### config.mk
export PLATFORM = sky130hd
export DESIGN_NAME = power_noise_sequencer
export DESIGN_NICKNAME = d
export VERILOG_FILES = /design/src/rtl/power_noise_pkg.sv /design/src/rtl/power_noise_status.sv /design/src/rtl/power_noise_sequencer.sv
export SDC_FILE = /design/constraint.sdc
export NUM_CORES = 1
export LEC_CHECK = 0
export CORE_MARGIN = 4
export CORE_UTILIZATION = 35
export DETAILED_ROUTE_END_ITERATION = 7
export PLACE_DENSITY = 0.62
export SYNTH_ARGS = -nofsm -noshare
export SYNTH_HDL_FRONTEND = slang
export SYNTH_SLANG_ARGS = --single-unit
### constraint.sdc
create_clock -name dut_clk -period 3.15 [get_ports dut_clk]
set_input_delay 0.63 -clock dut_clk [delete_from_list [all_inputs] [get_ports dut_clk]]
set_output_delay 0.63 -clock dut_clk [all_outputs]
set_load 0.01 [all_outputs]
### src/rtl/power_noise_pkg.sv
// Shared types for the power-noise load sequencer: FSM state encoding and run modes.
package power_noise_pkg;

    typedef enum logic [2:0] {
        IDLE      = 3'd0,
        RAMP_UP   = 3'd1,
        ACT_ON    = 3'd2,
        ACT_OFF   = 3'd3,
        RAMP_DOWN = 3'd4
    } state_t;

    localparam logic MODE_CONT  = 1'b0;
    localparam logic MODE_BURST = 1'b1;

endpackage

### src/rtl/power_noise_status.sv
// Pass/fail aggregation for the load groups: sticky per-group fail, saturating
// failing-cycle counter and registered pass indication.
module power_noise_status #(
    parameter int NUM_GROUPS = 4,
    parameter int ERR_CNT_W  = 16
) (
    input  logic                  dut_clk,
    input  logic                  reset_n,
    input  logic [NUM_GROUPS-1:0] grp_pass,
    input  logic [NUM_GROUPS-1:0] grp_fail,
    input  logic [NUM_GROUPS-1:0] grp_en,
    input  logic [NUM_GROUPS-1:0] mask,
    input  logic                  clear,
    input  logic                  act_on,
    output logic [NUM_GROUPS-1:0] fail_sticky,
    output logic [ERR_CNT_W-1:0]  err_cnt,
    output logic                  pass_out,
    output logic                  fail_out
);

    logic [NUM_GROUPS-1:0] hits;

    // A fail report from a group that is not currently enabled is noise, not a fault.
    assign hits     = grp_fail & grp_en;
    assign fail_out = |fail_sticky;

    always_ff @(posedge dut_clk or negedge reset_n) begin
        if (!reset_n) begin
            fail_sticky <= '0;
            err_cnt     <= '0;
            pass_out    <= 1'b0;
        end else begin
            if (clear) begin
                fail_sticky <= '0;
                err_cnt     <= '0;
            end else begin
                fail_sticky <= fail_sticky | hits;
                if ((|hits) && (err_cnt != '1))
                    err_cnt <= err_cnt + ERR_CNT_W'(1);
            end
            pass_out <= act_on & ((grp_pass & mask) == mask) & ~fail_out;
        end
    end

endmodule

### src/rtl/power_noise_sequencer.sv
// Sequences load-group enables: staged ramp-up, continuous or burst activity,
// staged ramp-down, with status aggregation in power_noise_status.
module power_noise_sequencer
    import power_noise_pkg::*;
#(
    parameter int NUM_GROUPS    = 4,
    parameter int RAMP_STEP_CYC = 256,
    parameter int BURST_W       = 16,
    parameter int ERR_CNT_W     = 16
) (
    input  logic                  dut_clk,
    input  logic                  reset_n,
    input  logic                  start,
    input  logic                  stop,
    input  logic                  mode,
    input  logic [NUM_GROUPS-1:0] group_mask,
    input  logic [BURST_W-1:0]    on_cycles,
    input  logic [BURST_W-1:0]    off_cycles,
    input  logic [NUM_GROUPS-1:0] grp_pass,
    input  logic [NUM_GROUPS-1:0] grp_fail,
    output logic [NUM_GROUPS-1:0] grp_en,
    output logic                  busy,
    output logic                  pass_out,
    output logic                  fail_out,
    output logic [NUM_GROUPS-1:0] fail_sticky,
    output logic [ERR_CNT_W-1:0]  err_cnt,
    output state_t                state_dbg
);

    localparam int RAMP_W = $clog2(RAMP_STEP_CYC + 1);
    localparam int IDX_W  = $clog2(NUM_GROUPS + 1);
    localparam logic [RAMP_W-1:0] RAMP_RELOAD = RAMP_W'(RAMP_STEP_CYC - 1);

    // start/stop are single-cycle requests with no acknowledge: a request is taken
    // in the cycle it is high if the current state accepts it, otherwise dropped;
    // stop outranks start when both are high.

    state_t                state, state_nxt;
    logic                  cfg_mode;
    logic [NUM_GROUPS-1:0] cfg_mask;
    logic [BURST_W-1:0]    cfg_on, cfg_off, on_load;
    logic [RAMP_W-1:0]     ramp_cnt, ramp_cnt_nxt;
    logic [IDX_W-1:0]      idx, idx_nxt;
    logic [BURST_W-1:0]    burst_cnt, burst_cnt_nxt;
    logic [NUM_GROUPS-1:0] grp_en_nxt;
    logic                  start_ok;

    function automatic logic [NUM_GROUPS-1:0] drop_highest(input logic [NUM_GROUPS-1:0] v);
        logic [NUM_GROUPS-1:0] r;
        logic                  found;
        r     = v;
        found = 1'b0;
        for (int i = NUM_GROUPS - 1; i >= 0; i--) begin
            if (!found && v[i]) begin
                r[i]  = 1'b0;
                found = 1'b1;
            end
        end
        return r;
    endfunction

    assign start_ok  = (state == IDLE) & start & ~stop;
    assign on_load   = (cfg_on == '0) ? '0 : cfg_on - BURST_W'(1);
    assign busy      = (state != IDLE);
    assign state_dbg = state;

    // Dwell counters hit zero on the last cycle of a dwell; the action happens on
    // the following edge, so a zero count also marks the start of a new dwell.
    always_comb begin
        state_nxt     = state;
        ramp_cnt_nxt  = ramp_cnt;
        idx_nxt       = idx;
        burst_cnt_nxt = burst_cnt;
        grp_en_nxt    = grp_en;
        unique case (state)
            IDLE: begin
                grp_en_nxt = '0;
                if (start_ok) begin
                    state_nxt    = RAMP_UP;
                    ramp_cnt_nxt = '0;
                    idx_nxt      = '0;
                end
            end
            RAMP_UP: begin
                if (stop) begin
                    state_nxt    = RAMP_DOWN;
                    ramp_cnt_nxt = '0;
                end else if (ramp_cnt != '0) begin
                    ramp_cnt_nxt = ramp_cnt - RAMP_W'(1);
                end else if (idx == IDX_W'(NUM_GROUPS)) begin
                    state_nxt     = ACT_ON;
                    grp_en_nxt    = cfg_mask;
                    burst_cnt_nxt = on_load;
                end else begin
                    grp_en_nxt   = grp_en | (cfg_mask & (NUM_GROUPS'(1) << idx));
                    idx_nxt      = idx + IDX_W'(1);
                    ramp_cnt_nxt = RAMP_RELOAD;
                end
            end
            ACT_ON: begin
                grp_en_nxt = cfg_mask;
                if (stop) begin
                    state_nxt    = RAMP_DOWN;
                    ramp_cnt_nxt = '0;
                end else if ((cfg_mode == MODE_BURST) && (burst_cnt == '0) && (cfg_off != '0)) begin
                    state_nxt     = ACT_OFF;
                    grp_en_nxt    = '0;
                    burst_cnt_nxt = cfg_off - BURST_W'(1);
                end else if (burst_cnt != '0) begin
                    burst_cnt_nxt = burst_cnt - BURST_W'(1);
                end
            end
            ACT_OFF: begin
                grp_en_nxt = '0;
                if (stop) begin
                    state_nxt = IDLE;
                end else if (burst_cnt == '0) begin
                    state_nxt     = ACT_ON;
                    grp_en_nxt    = cfg_mask;
                    burst_cnt_nxt = on_load;
                end else begin
                    burst_cnt_nxt = burst_cnt - BURST_W'(1);
                end
            end
            RAMP_DOWN: begin
                if (grp_en == '0) begin
                    state_nxt = IDLE;
                end else if (ramp_cnt == '0) begin
                    grp_en_nxt   = drop_highest(grp_en);
                    ramp_cnt_nxt = RAMP_RELOAD;
                end else begin
                    ramp_cnt_nxt = ramp_cnt - RAMP_W'(1);
                end
            end
            default: begin
                state_nxt  = IDLE;
                grp_en_nxt = '0;
            end
        endcase
    end

    always_ff @(posedge dut_clk or negedge reset_n) begin
        if (!reset_n) begin
            state     <= IDLE;
            grp_en    <= '0;
            ramp_cnt  <= '0;
            idx       <= '0;
            burst_cnt <= '0;
            cfg_mode  <= 1'b0;
            cfg_mask  <= '0;
            cfg_on    <= '0;
            cfg_off   <= '0;
        end else begin
            state     <= state_nxt;
            grp_en    <= grp_en_nxt;
            ramp_cnt  <= ramp_cnt_nxt;
            idx       <= idx_nxt;
            burst_cnt <= burst_cnt_nxt;
            if (start_ok) begin
                cfg_mode <= mode;
                cfg_mask <= group_mask;
                cfg_on   <= on_cycles;
                cfg_off  <= off_cycles;
            end
        end
    end

    power_noise_status #(
        .NUM_GROUPS(NUM_GROUPS),
        .ERR_CNT_W (ERR_CNT_W)
    ) u_status (
        .dut_clk    (dut_clk),
        .reset_n    (reset_n),
        .grp_pass   (grp_pass),
        .grp_fail   (grp_fail),
        .grp_en     (grp_en),
        .mask       (cfg_mask),
        .clear      (start_ok),
        .act_on     (state == ACT_ON),
        .fail_sticky(fail_sticky),
        .err_cnt    (err_cnt),
        .pass_out   (pass_out),
        .fail_out   (fail_out)
    );

endmodule

# ---- Word-level counts from Yosys, hierarchy flattened
# Index checks and enable logic that the tools add are counted.
dict set report totals {
  input_bits 49
  out_inout_bits 30
  word_cells 153
  register_bits 93
}
dict set report classes {
  eq_ne 27
  n_addsub 6
  n_shift 1
  mux 61
  n_bitwise 11
  reduce_logical 32
}
# cell count
set op_table {}
lappend op_table {{$mux W16} 11}
lappend op_table {{$mux W9} 7}
lappend op_table {{$pmux W16 S3} 1}
lappend op_table {{$sub A16 B1 Y16 const B} 3}
lappend op_table {{$mux W4} 10}
lappend op_table {{$mux W3} 13}
lappend op_table {{$pmux W9 S4} 1}
lappend op_table {{$logic_not A16 Y1} 2}
lappend op_table {{$reduce_bool A16 Y1} 2}
lappend op_table {{$ne A2 B2 Y1 const B} 14}
lappend op_table {{$reduce_and A5 Y1} 5}
lappend op_table {{$add A16 B1 Y16 const B} 1}
lappend op_table {{$ne A16 B16 Y1 const B} 1}
lappend op_table {{$pmux W4 S4} 1}
lappend op_table {{$mux W1} 15}
lappend op_table {{$ne A3 B3 Y1 const B} 5}
lappend op_table {{$pmux W3 S5} 1}
lappend op_table {{$and A4 B4 Y4} 3}
lappend op_table {{$logic_not A9 Y1} 1}
lappend op_table {{$reduce_bool A9 Y1} 1}
lappend op_table {{$sub A9 B1 Y9 const B} 1}
lappend op_table {{$or A4 B4 Y4} 2}
lappend op_table {{$reduce_or A4 Y1} 2}
lappend op_table {{$reduce_and A7 Y1} 1}
lappend op_table {{19 further kinds} 34}

# ---- Logic depth before layout (Yosys ltp)
dict set report depth {
  ltp_word 22
  mapped_depth 10
  ltp_nobuf 8
}

# ---- Modules after synthesis
# Synthesis repeated with hierarchy kept, for this count alone.
dict set report hier_totals {
  hier_cells 696
  area_unflattened_um2 5788.1
}
# module instances area_per_inst_um2 seq_area_each_um2 cells_per_inst
set by_module_without_submodules {}
lappend by_module_without_submodules {power_noise_sequencer 1 4625.7 1801.7 573}
lappend by_module_without_submodules {power_noise_status 1 1162.4 525.5 123}

# ---- Worst setup path before layout
# Ideal clock, no wire load.
dict set report synth_path {
  path_kind {register -> register}
  from {register cfg_off[0]}
  to {register state[0] (netlist: state_dbg[0])}
  stages_incl_launch_ff 9
  setup_ns 0.119
  path_slack_ns 0.836
  synth_period_minus_slack_ns 2.314
  arrival_ns 2.195
  n_path_buf 1
  required_ns 3.031
  cell_sequence {dfrtp_1 > inv_1 > ha_1 > nor3b_2 > nand2_2 > o311a_1 > buf_4 > mux4_2 > and2_1}
}
dict set report synth_via {
  elab_chain_len 4
}
# item line
set synth_rtl {}
lappend synth_rtl {{start, declared} power_noise_sequencer.sv:41} ;# logic [BURST_W-1:0] cfg_on, cfg_off, on_load;
lappend synth_rtl {{start signal, assigned} power_noise_sequencer.sv:163} ;# cfg_off <= off_cycles;
lappend synth_rtl {{$reduce_bool A16 Y1} power_noise_sequencer.sv:105} ;# end else if ((cfg_mode == MODE_BURST) && (burst_cnt == '0) && (cfg_off != '0)) begin
lappend synth_rtl {{$logic_and A1 B1 Y1} power_noise_sequencer.sv:105}
lappend synth_rtl {{$ne A3 B3 Y1 (no line)} n/a}
lappend synth_rtl {{$reduce_and A6 Y1 (no line)} n/a}
lappend synth_rtl {{end signal, assigned} power_noise_sequencer.sv:154} ;# state <= state_nxt;
lappend synth_rtl {{end, declared} power_noise_sequencer.sv:38} ;# state_t state, state_nxt;
# Every way passes these cells.
# A chain may end at the register's enable or synchronous reset.

# ---- Final worst setup path
dict set report layout_path {
  from {register cfg_off[0]}
  to {register burst_cnt[15]}
}
dict set report layout_via {
  elab_chain_len 5
  word_cells_on_any_way 8
  cone_classes {1 x add/sub; 1 x eq/ne; 3 x mux; 3 x reduce/logical}
}
# item line
set layout_rtl {}
lappend layout_rtl {{parallel branches: the longest is 5 deep, another holds $sub A16 B1 Y16} n/a}
lappend layout_rtl {{end signal, assigned} power_noise_sequencer.sv:158} ;# burst_cnt <= burst_cnt_nxt;
lappend layout_rtl {{end, declared} power_noise_sequencer.sv:44} ;# logic [BURST_W-1:0] burst_cnt, burst_cnt_nxt;
# Parallel ways; which one is timed is not known. The select of a mux whose other input is x is not followed.

==> results.ini <==
[run_status]
status = complete, no violations

[place]
finalWeightedCongestion = 0.882
pre_cts_slack_ns = 0.340
portBuffers = 78
dp_cells = 884
place_hpwl_um = 11000
placed_area_um2 = 6770

[finish]
fillers = 1538
drive_above_1_share_pct = 13.5
instances_no_fill = 900
fin_area_um2 = 7050
area_delta_synth_final_pct = 23.7
final_util_pct = 44.2
antenna_cells = 0
final_nets = 739

[cts]
cts.path.max_buffers = 2
cts_tree = yes
clk_pin_slew_ns = 0.07
post_cts.repair.setup_buffers = 0
cts-resized-gates = 0
cts_buffers = 9
clk_latency_ns = 0.35
holdBufCountCts = 0
htreeDepth = 3
cts.sinks = 93
root_buffer = clkbuf_16

[critical_path]
crit_chain = inv_1, ha_1, nor3b_2, nand2_2, o311a_1, or4_1, o311a_1, o21ai_1
worstPathArrival_ns = 3.02
worstSetupStartpointType = flop
crit_cells = 8
reg2reg_depth = 8
critPathMostFrequentCell = o311a_1
crit_path_end_kind = flop
critPathRequiredTime_ns = 3.43
slowest_delay_ns = 0.58
crit_family = simple AND/OR/NAND/NOR gates
critPathMaxFanout = 11
slowest_stage = o311a_1
path_buf_inv = 1
worstSetupPathType = reg -> reg

[yosys]
netlist_area_um2 = 5700
yosysMostFrequentCell = dfrtp_1
synth_top_area_share_pct = 40.8
async_flop_share_pct = 100
ys.flop_type = dfrtp_1
synth_commonest_cells = 93 x dfrtp_1, 48 x nand2_1, 48 x nor2_1, 33 x a21oi_1
syn_inst = 599
synth_top_area_cell = dfrtp_1
synth_nets = 659
yosys_register_bits = 93
synth-edff-count = 0
ys_seq_area_share_pct = 40.8
yosysWarnings = 0
syn_area_per_cell_um2 = 9.52
ys_types = 77
yosys-top-cells-area = dfrtp_1 41%, mux2_2 5.7%, xor2_1 3.2%, nand2_1 3.2%, nor2_1 3.2%

[timing]
worst_slew_pin_slew_ns = 0.934
slew_headroom_pct = 37.7
finalCriticalPeriod_ns = 2.73
hold_slack_ns = 0.291
slew_violations = 0
worst_slack_ns = 0.416
rsz0062_at_grt = false
finalHoldViolCount = 0
fin_crit_sh_pct = 86.8
setup_viol_count_final = 0
finalSetupTns_ns = 0
max_freq_ghz = 0.366
finClkSkew_ns = 0.0118

[hold_path]
hold_path_class = in -> async

[power]
p_leak_nw = 2.79
peakVddDrop_v = 0.000322
power.total_mw = 4.01
p_per_area_nw_per_um2 = 568

[route]
viasPerCell = 5.48
totalWireLength_um = 14700
avgRoutedWirePerCell_um = 16.4
drc = 0
vias = 4932
drt_iter0_drc = 324
ant_nets = 0
drt_pre_antenna_iters = 5

[global_route]
overflow = 0
grt_usage_pct = 16.6
antenna_found_initial = 0
grt_pass1_wl_um = 24800
grt_max_degree = 66
first_global_vias = 4998

[floorplanning]
dieWidth_um = 136
ioPinCount = 79
dieArea_um2 = 18400
die_y_um = 136
rows = 46
start_util_pct = 35.8
coreArea_um2 = 15900

[job]
max-cap-violations = 0

[worst register-to-register path: cells and delay by family (launching register included)]
family / cells / cell delay (ns)
AND/OR/NAND/NOR: 3 / 1.08
AO/OA/AOI/OAI: 3 / 0.83
flip-flops: 1 / 0.44
adder cells (fa/ha/maj): 1 / 0.20
buffers and inverters: 1 / 0.11
[logic make-up (layout without fill, tap and decap cells)]
| logic type | count (synthesis) | count (layout) | share of synthesized area, % |
|---|---|---|---|
| compound gates | 152 | 152 | 18.4 |
| xor+xnor | 38 | 38 | 5.83 |
| fa+ha+maj | 11 | 11 | 2.41 |
| buf+inv | 46 | 131 | 3.47 |
| flops | 93 | 93 | 40.8 |
| mux | 34 | 34 | 6.82 |
| simple gates | 225 | 225 | 22.3 |
[layer usage]
| layer | wire [um] | up-vias | part of all wire [%] | GRT usage [%] |
|---|---|---|---|---|
| met5 | 0 | - | 0 | 0 |
| met4 | 335 | 0 | 2.3 | 5.66 |
| met3 | 703 | 26 | 4.8 | 3.60 |
| met2 | 7230 | 138 | 49 | 27.7 |
| met1 | 6480 | 2375 | 44 | 21.4 |
| li1 | - | 2393 | - | - |
[report_power, final]
group          total, mW  switching (mW)  internal (mW)
Clock               1.06           0.497          0.562
Sequential          1.69           0.294           1.40
Combinational       1.26           0.649          0.611
Total               4.01            1.44           2.57
[layout by cell type (no fill, tap or decap), drive strengths merged, types with 5 or more instances in the layout]
cell           netlist  final
ha                  11     11
xnor2               17     17
or3                 11     11
and3                 5      5
clkbuf               7     10
or4                  6      6
xor2                21     21
clkdlybuf4s50        0     77
nor4                13     13
a31oi                5      5
nor2                49     49
dfrtp               93     93
a21oi               34     34
nand4               16     16
nor3                32     32
nand2               53     53
nor2b                6      6
a211oi               9      9
mux2                29     29
nand3               11     11
o21ai               45     45
and2                 6      6
o31a                 5      5
o31ai                9      9
buf                 15     14
inv                 24     26
o22a                 6      6
[flip-flops by register name (all words and copies together), names as in the netlist]
register and cells:
burst_cnt 16, cfg_off 16, cfg_on 16, u_status.err_cnt 16
ramp_cnt 9, cfg_mask 4, grp_en 4, u_status.fail_sticky 4
idx 3, state_dbg 3, cfg_mode 1, u_status.pass_out 1
[cell type report]
class	count	area, um2	share of cell area [%]
clock buffers	10	239	3.39
flip-flops and latches	93	2330	33.0
clock inverters	6	46.3	0.656
well taps	216	270	3.83
inverters	24	90.1	1.28
repair buffers	91	901	12.8
multi-input cells	460	3180	45.1
[path summary, 6_finish.rpt]
check                      slack, ns   startpoint                   end
setup / recovery                0.42   cfg_off[0]         burst_cnt[15]
hold / removal                  0.29      reset_n  u_status.err_cnt[14]
setup reg to reg                0.42   cfg_off[0]         burst_cnt[15]
hold reg to reg                 0.52  ramp_cnt[1]           ramp_cnt[1]
max in group asynchronous       2.16      reset_n             cfg_on[4]
min in group dut_clk            0.52  ramp_cnt[1]           ramp_cnt[1]
(Power assumes the default switching activity.)
